==> config.mk <==
export PLATFORM = sky130hd
export DESIGN_NAME = fifo_rd_ctrl
export DESIGN_NICKNAME = d
export VERILOG_FILES = /design/src/rtl/fifo_rd_ctrl.sv
export SDC_FILE = /design/constraint.sdc
export NUM_CORES = 1
export LEC_CHECK = 0
export CORE_MARGIN = 10
export CORE_UTILIZATION = 28
export DETAILED_ROUTE_END_ITERATION = 16
export HOLD_SLACK_MARGIN = 0.1
export PLACE_DENSITY = 0.52
export SYNTH_ARGS = -nofsm -noshare
export SYNTH_HDL_FRONTEND = slang
export SYNTH_SLANG_ARGS = --single-unit
==> constraint.sdc <==
create_clock -name CLK -period 4.7 [get_ports CLK]
set_input_delay 0.94 -clock CLK [delete_from_list [all_inputs] [get_ports CLK]]
set_output_delay 0.94 -clock CLK [all_outputs]
set_load 0.05 [all_outputs]
==> src/rtl/fifo_rd_ctrl.sv <==
// Read-side controller: turns the FIFO OE_N/EMPTY/DOUT port into a valid/ready stream.
// A 3-entry skid buffer covers the one-cycle read latency so one word per clock is sustained.
module fifo_rd_ctrl #(
  parameter int WIDTH   = 8,
  parameter int COUNT_W = 16
) (
  input  logic               CLK,
  input  logic               RST_N,
  input  logic               ENABLE,
  input  logic               FIFO_EMPTY,
  input  logic [WIDTH-1:0]   FIFO_DOUT,
  output logic               FIFO_OE_N,
  output logic [WIDTH-1:0]   M_DATA,
  output logic               M_VALID,
  input  logic               M_READY,
  output logic [COUNT_W-1:0] RD_COUNT,
  output logic               DRAINED
);

  logic               pend_q, pend_d;
  logic [1:0]         cnt_q, cnt_d;
  logic [1:0]         rd_ptr_q, rd_ptr_d;
  logic [1:0]         wr_ptr_q, wr_ptr_d;
  logic [WIDTH-1:0]   buf_q [3];
  logic [WIDTH-1:0]   head;
  logic [COUNT_W-1:0] rd_count_q, rd_count_d;
  logic               issue;
  logic               capture;
  logic               pop;

  function automatic logic [1:0] ptr_inc(input logic [1:0] p);
    return (p == 2'd2) ? 2'd0 : p + 2'd1;
  endfunction

  // Reserve a slot for every word in flight, so the buffer can never overflow.
  assign issue     = RST_N & ENABLE & ~FIFO_EMPTY &
                     (({1'b0, cnt_q} + {2'b00, pend_q}) < 3'd3);
  assign FIFO_OE_N = ~issue;
  assign capture   = pend_q;
  assign pop       = (cnt_q != 2'd0) & M_READY;

  always_comb begin
    pend_d     = issue;
    cnt_d      = cnt_q;
    rd_ptr_d   = rd_ptr_q;
    wr_ptr_d   = wr_ptr_q;
    rd_count_d = rd_count_q;
    if (capture) begin
      wr_ptr_d = ptr_inc(wr_ptr_q);
    end
    if (pop) begin
      rd_ptr_d   = ptr_inc(rd_ptr_q);
      rd_count_d = rd_count_q + COUNT_W'(1);
    end
    case ({capture, pop})
      2'b10:   cnt_d = cnt_q + 2'd1;
      2'b01:   cnt_d = cnt_q - 2'd1;
      default: cnt_d = cnt_q;
    endcase
  end

  always_ff @(posedge CLK) begin
    if (!RST_N) begin
      pend_q     <= 1'b0;
      cnt_q      <= 2'd0;
      rd_ptr_q   <= 2'd0;
      wr_ptr_q   <= 2'd0;
      rd_count_q <= '0;
      for (int i = 0; i < 3; i++) begin
        buf_q[i] <= '0;
      end
    end else begin
      pend_q     <= pend_d;
      cnt_q      <= cnt_d;
      rd_ptr_q   <= rd_ptr_d;
      wr_ptr_q   <= wr_ptr_d;
      rd_count_q <= rd_count_d;
      for (int i = 0; i < 3; i++) begin
        if (capture && (wr_ptr_q == 2'(i))) begin
          buf_q[i] <= FIFO_DOUT;
        end
      end
    end
  end

  always_comb begin
    case (rd_ptr_q)
      2'd0:    head = buf_q[0];
      2'd1:    head = buf_q[1];
      default: head = buf_q[2];
    endcase
  end

  assign M_DATA   = head;
  assign M_VALID  = (cnt_q != 2'd0);
  assign RD_COUNT = rd_count_q;
  assign DRAINED  = FIFO_EMPTY & ~pend_q & (cnt_q == 2'd0);

endmodule
==> results.md <==
- The largest buffer count on any clock path is 2.
- The floorplan step defined a die boundary enclosing 11000 sq um.
- The synthesized-area fraction occupied by xor and xnor cells is 0.0566.
- The worst-margin pin slew is 848 ps.
- After clock tree synthesis, the setup repair step added 0 buffers.
- Summed over all cells, the static leakage comes to approximately 0.89 nW.
- The final layout contains routed wiring with a total length of 4.27 mm.
- The number of endpoints with negative hold slack in the final report is 0.
- The area growth from synthesis to final layout is 30.1%.
- The slowest cell on the critical path is clkdlybuf4s50_1.
- Based on the critical path, the design can be clocked at up to approximately 0.28 GHz.
- The run finished with clean final reports.
- The routed layout has 1400 vias.
- The compound-gate portion of the synthesized area is 0.0777.
- The first routing iteration left 21 violations.
- Data on the critical path arrives at its endpoint at 2640 ps.
- The deepest level of the CTS H-tree is 2.
- The filler cells instantiated in the layout total 710.
- The synthesized netlist occupies a cell area of 2010 sq um.
- Post-CTS repair changed the size of 0 cells.
- The type of destination of the critical path is an output port.
- The maximum fanout along the worst path is 10.
- In the global route stage, overall resource usage came out at 0.0791.
- When the netlist entered floorplanning its net count stood at 202.
- The prevailing post-synth register cell is edfxtp_1.
- Of all cell types, the one taking the most synthesized area is edfxtp_1.
- The die width is about 100 um.
- Clock-pin slew was measured on the worst setup and hold paths at 90 ps.
- The number of I/O pins is 40.
- After synthesis the netlist holds a flip-flop and latch count of 47.
- The clock latency on the worst-skew pair is 300 ps.
- Sorting the synthesized cells by area gives the leading types as edfxtp_1, dfxtp_1, mux2i_1.
- The via density per instance is 4.35.
- The share of synthesized area occupied by flip-flops and latches is 0.587.
- The adder-cell share of the synthesized area is 0.0249.
- For the final routed database, the setup TNS stands at 0 ps.
- The count of antenna diodes in the layout is 0.
- TritonCTS created 5 clock buffers.
- The first global-routing pass estimated 7.06 mm of wire.
- The fraction of synthesized cell area taken by the top area cell type is 0.358.
- The final cycle utilization of the critical path is 0.761.
- Walking the worst path, the cells encountered are clkdlybuf4s50_1 > and4_1 > inv_1 > clkdlybuf4s50_1.
- Of the total synthesized cell area, the portion taken by AND, OR, NAND and NOR gates is 0.184.
- The routed wire length per instance is 13.3 um.
- The post-layout minimum cycle time is 3580 ps.
- The clock skew is 12.0 ps.
- The initial antenna violation count came to 0.
- The share of cells above drive strength 1 is 0.0531.
- After synthesis, the mean cell area works out to 10.9 sq um.
- Across the VDD grid, the largest voltage drop is 0.127 mV.
- The largest net degree at the start of global routing is 21.
- The most numerous cell type found on the critical path is clkdlybuf4s50_1.
- The number of endpoints failing setup at the final stage is 0.
- Input and output buffers added on the ports amount to 39.
- The total overflow left after global routing is 0.
- Once detailed placement completed, the half-perimeter wirelength came to slightly above 3 mm.
- The synthesized instance count is 185.
- The type of the worst min-delay path is register to register.
- For this run, the slowest stage of the critical path takes 790 ps.
- The relative slew slack is 0.431.
- Yosys mapped a number of flops with a built-in enable equal to 24.
- The critical path class is input port to output port.
- The final routed DRC violation total is 0.
- The vertical extent of the die is 105 um.
- The power per unit of standard cell area is 353 nW/um^2.
- The number of rows in the core area is 30.
- Clock tree synthesis selected as its root buffer the cell clkbuf_8.
- In the synthesized netlist the async set-or-reset flop fraction comes to 0.
- At the end of routability-driven placement, the weighted congestion stood at between 0.7 and 0.8.
- Power comes to 0.923 mW.
- The post-detailed-route count of antenna-violating nets is 0.
- The number of sinks handled by clock tree synthesis is 47.
- The final core utilization is 0.379.
- The final-stage net count is 242.
- The number of global-route vias before repair is 1425.
- The max-slew violation count came to 0.
- The count of different cell masters after synthesis is 35.
- By area, the combinational part of the netlist is dominated by simple AND/OR/NAND/NOR gates.
- STA classifies the critical path startpoint as an input port.
- The floorplan step defined a core boundary enclosing 6910 sq um.
- The first TritonRoute pass finished after 4 iterations.
- For this configuration, the core starts out at a cell density of 0.291.
- The count of synthesis-stage warnings from yosys is 0.
- The total of max-cap violations is 0.
- TritonCTS built the clock tree.
- STA puts the critical path data required time at 3760 ps.
- After synthesis, the share of cell area in mux cells is 0.0448.
- The count of hold-fix buffers inserted at cts is 0.
- Setup repair after global routing left no endpoint under its margin.
through the flow:
| step | cells | area (sq um) | hold WS [ps] | setup slack (ps) |
|---|---|---|---|---|
| after floorplan | 185 | 2010 | 467 | 1670 |
| after global placement | 314 | 2500 | 486 | 1120 |
| after detailed placement | 314 | 2500 | 485 | 1090 |
| after CTS | 322 | 2620 | 508 | 1090 |
| after global routing | 322 | 2620 | 523 | 1040 |
| final | 322 | 2620 | 501 | 1120 |
placed cells by master, fill, tap and decap left out, types with 2 or more instances in the layout:
cell type,Yosys,routed
and2_1,10,10
a21oi_1,8,8
inv_1,6,6
o21ai_0,12,12
xor2_1,6,6
nand3_1,3,3
or3_1,2,2
dfxtp_1,23,23
clkbuf_8,0,5
mux2i_1,9,9
and4_1,3,3
nor3b_1,2,2
nand4_1,4,4
clkdlybuf4s50_1,0,39
xnor2_1,7,7
ha_1,4,4
nor2_1,14,14
nor3_1,3,3
nand2_1,24,24
edfxtp_1,24,24
synth_stat cells, types with 4 or more instances:
cell type,instances
dfxtp_1,23
nand4_1,4
mux2i_1,9
ha_1,4
xnor2_1,7
nand2_1,24
nor2_1,14
clkbuf_1,5
inv_1,6
xor2_1,6
and2_1,10
o21ai_0,12
edfxtp_1,24
a21oi_1,8
cells by family (layout without fill, tap and decap cells):
logic type	Yosys count	count (layout)
muxes	9	9
adders and majority gates	4	4
xor gates and xnor gates	13	13
buffers and inverters	13	54
and+or+nand+nor	73	73
DFF	47	47
AOI/OAI and AO/OA	26	26
critical path, delay by kind of cell:
kind                   cells  cell delay [ps]
buffers and inverters      3             1430
and+or+nand+nor            1              260
path summary, 6_finish.rpt:
path                      end  slack [ps]        start  depth (start not counted)
setup reg to reg     cnt_q[1]        2590     cnt_q[0]                          5
hold / removal    wr_ptr_q[1]         500  wr_ptr_q[1]                          2
setup / recovery    FIFO_OE_N        1120        RST_N                          4
hold reg to reg   wr_ptr_q[1]         500  wr_ptr_q[1]                          2
per-layer routing:
layer | wire length [um] | GRT usage
met5 | 0 | 0
met4 | 46 | 0.0294
met3 | 302 | 0.0375
met2 | 1850 | 0.121
met1 | 2070 | 0.0944
where the power goes:
part | internal [mW] | switching [mW] | leakage, nW
Combinational | 0.0593 | 0.0951 | 0.405
Sequential | 0.448 | 0.0200 | 0.435
Clock | 0.160 | 0.140 | 0.0548
final cells by class:
class	count	area, sq um	share of cell area
sequential	47	1180	0.451
multi-input combinational	125	781	0.298
timing repair buffer	40	398	0.152
tap	96	120	0.0459
clock buffer	5	68.8	0.0263
clock inverter	3	46.3	0.0177
inverter	6	22.5	0.00860
state kept, by name, summed over array words and instances, names as in the netlist:
signal	flops
buf_q	24
wr_ptr_q	2
capture	1
RD_COUNT	16
rd_ptr_q	2
cnt_q	2
Power figures use the tool's default switching activity.
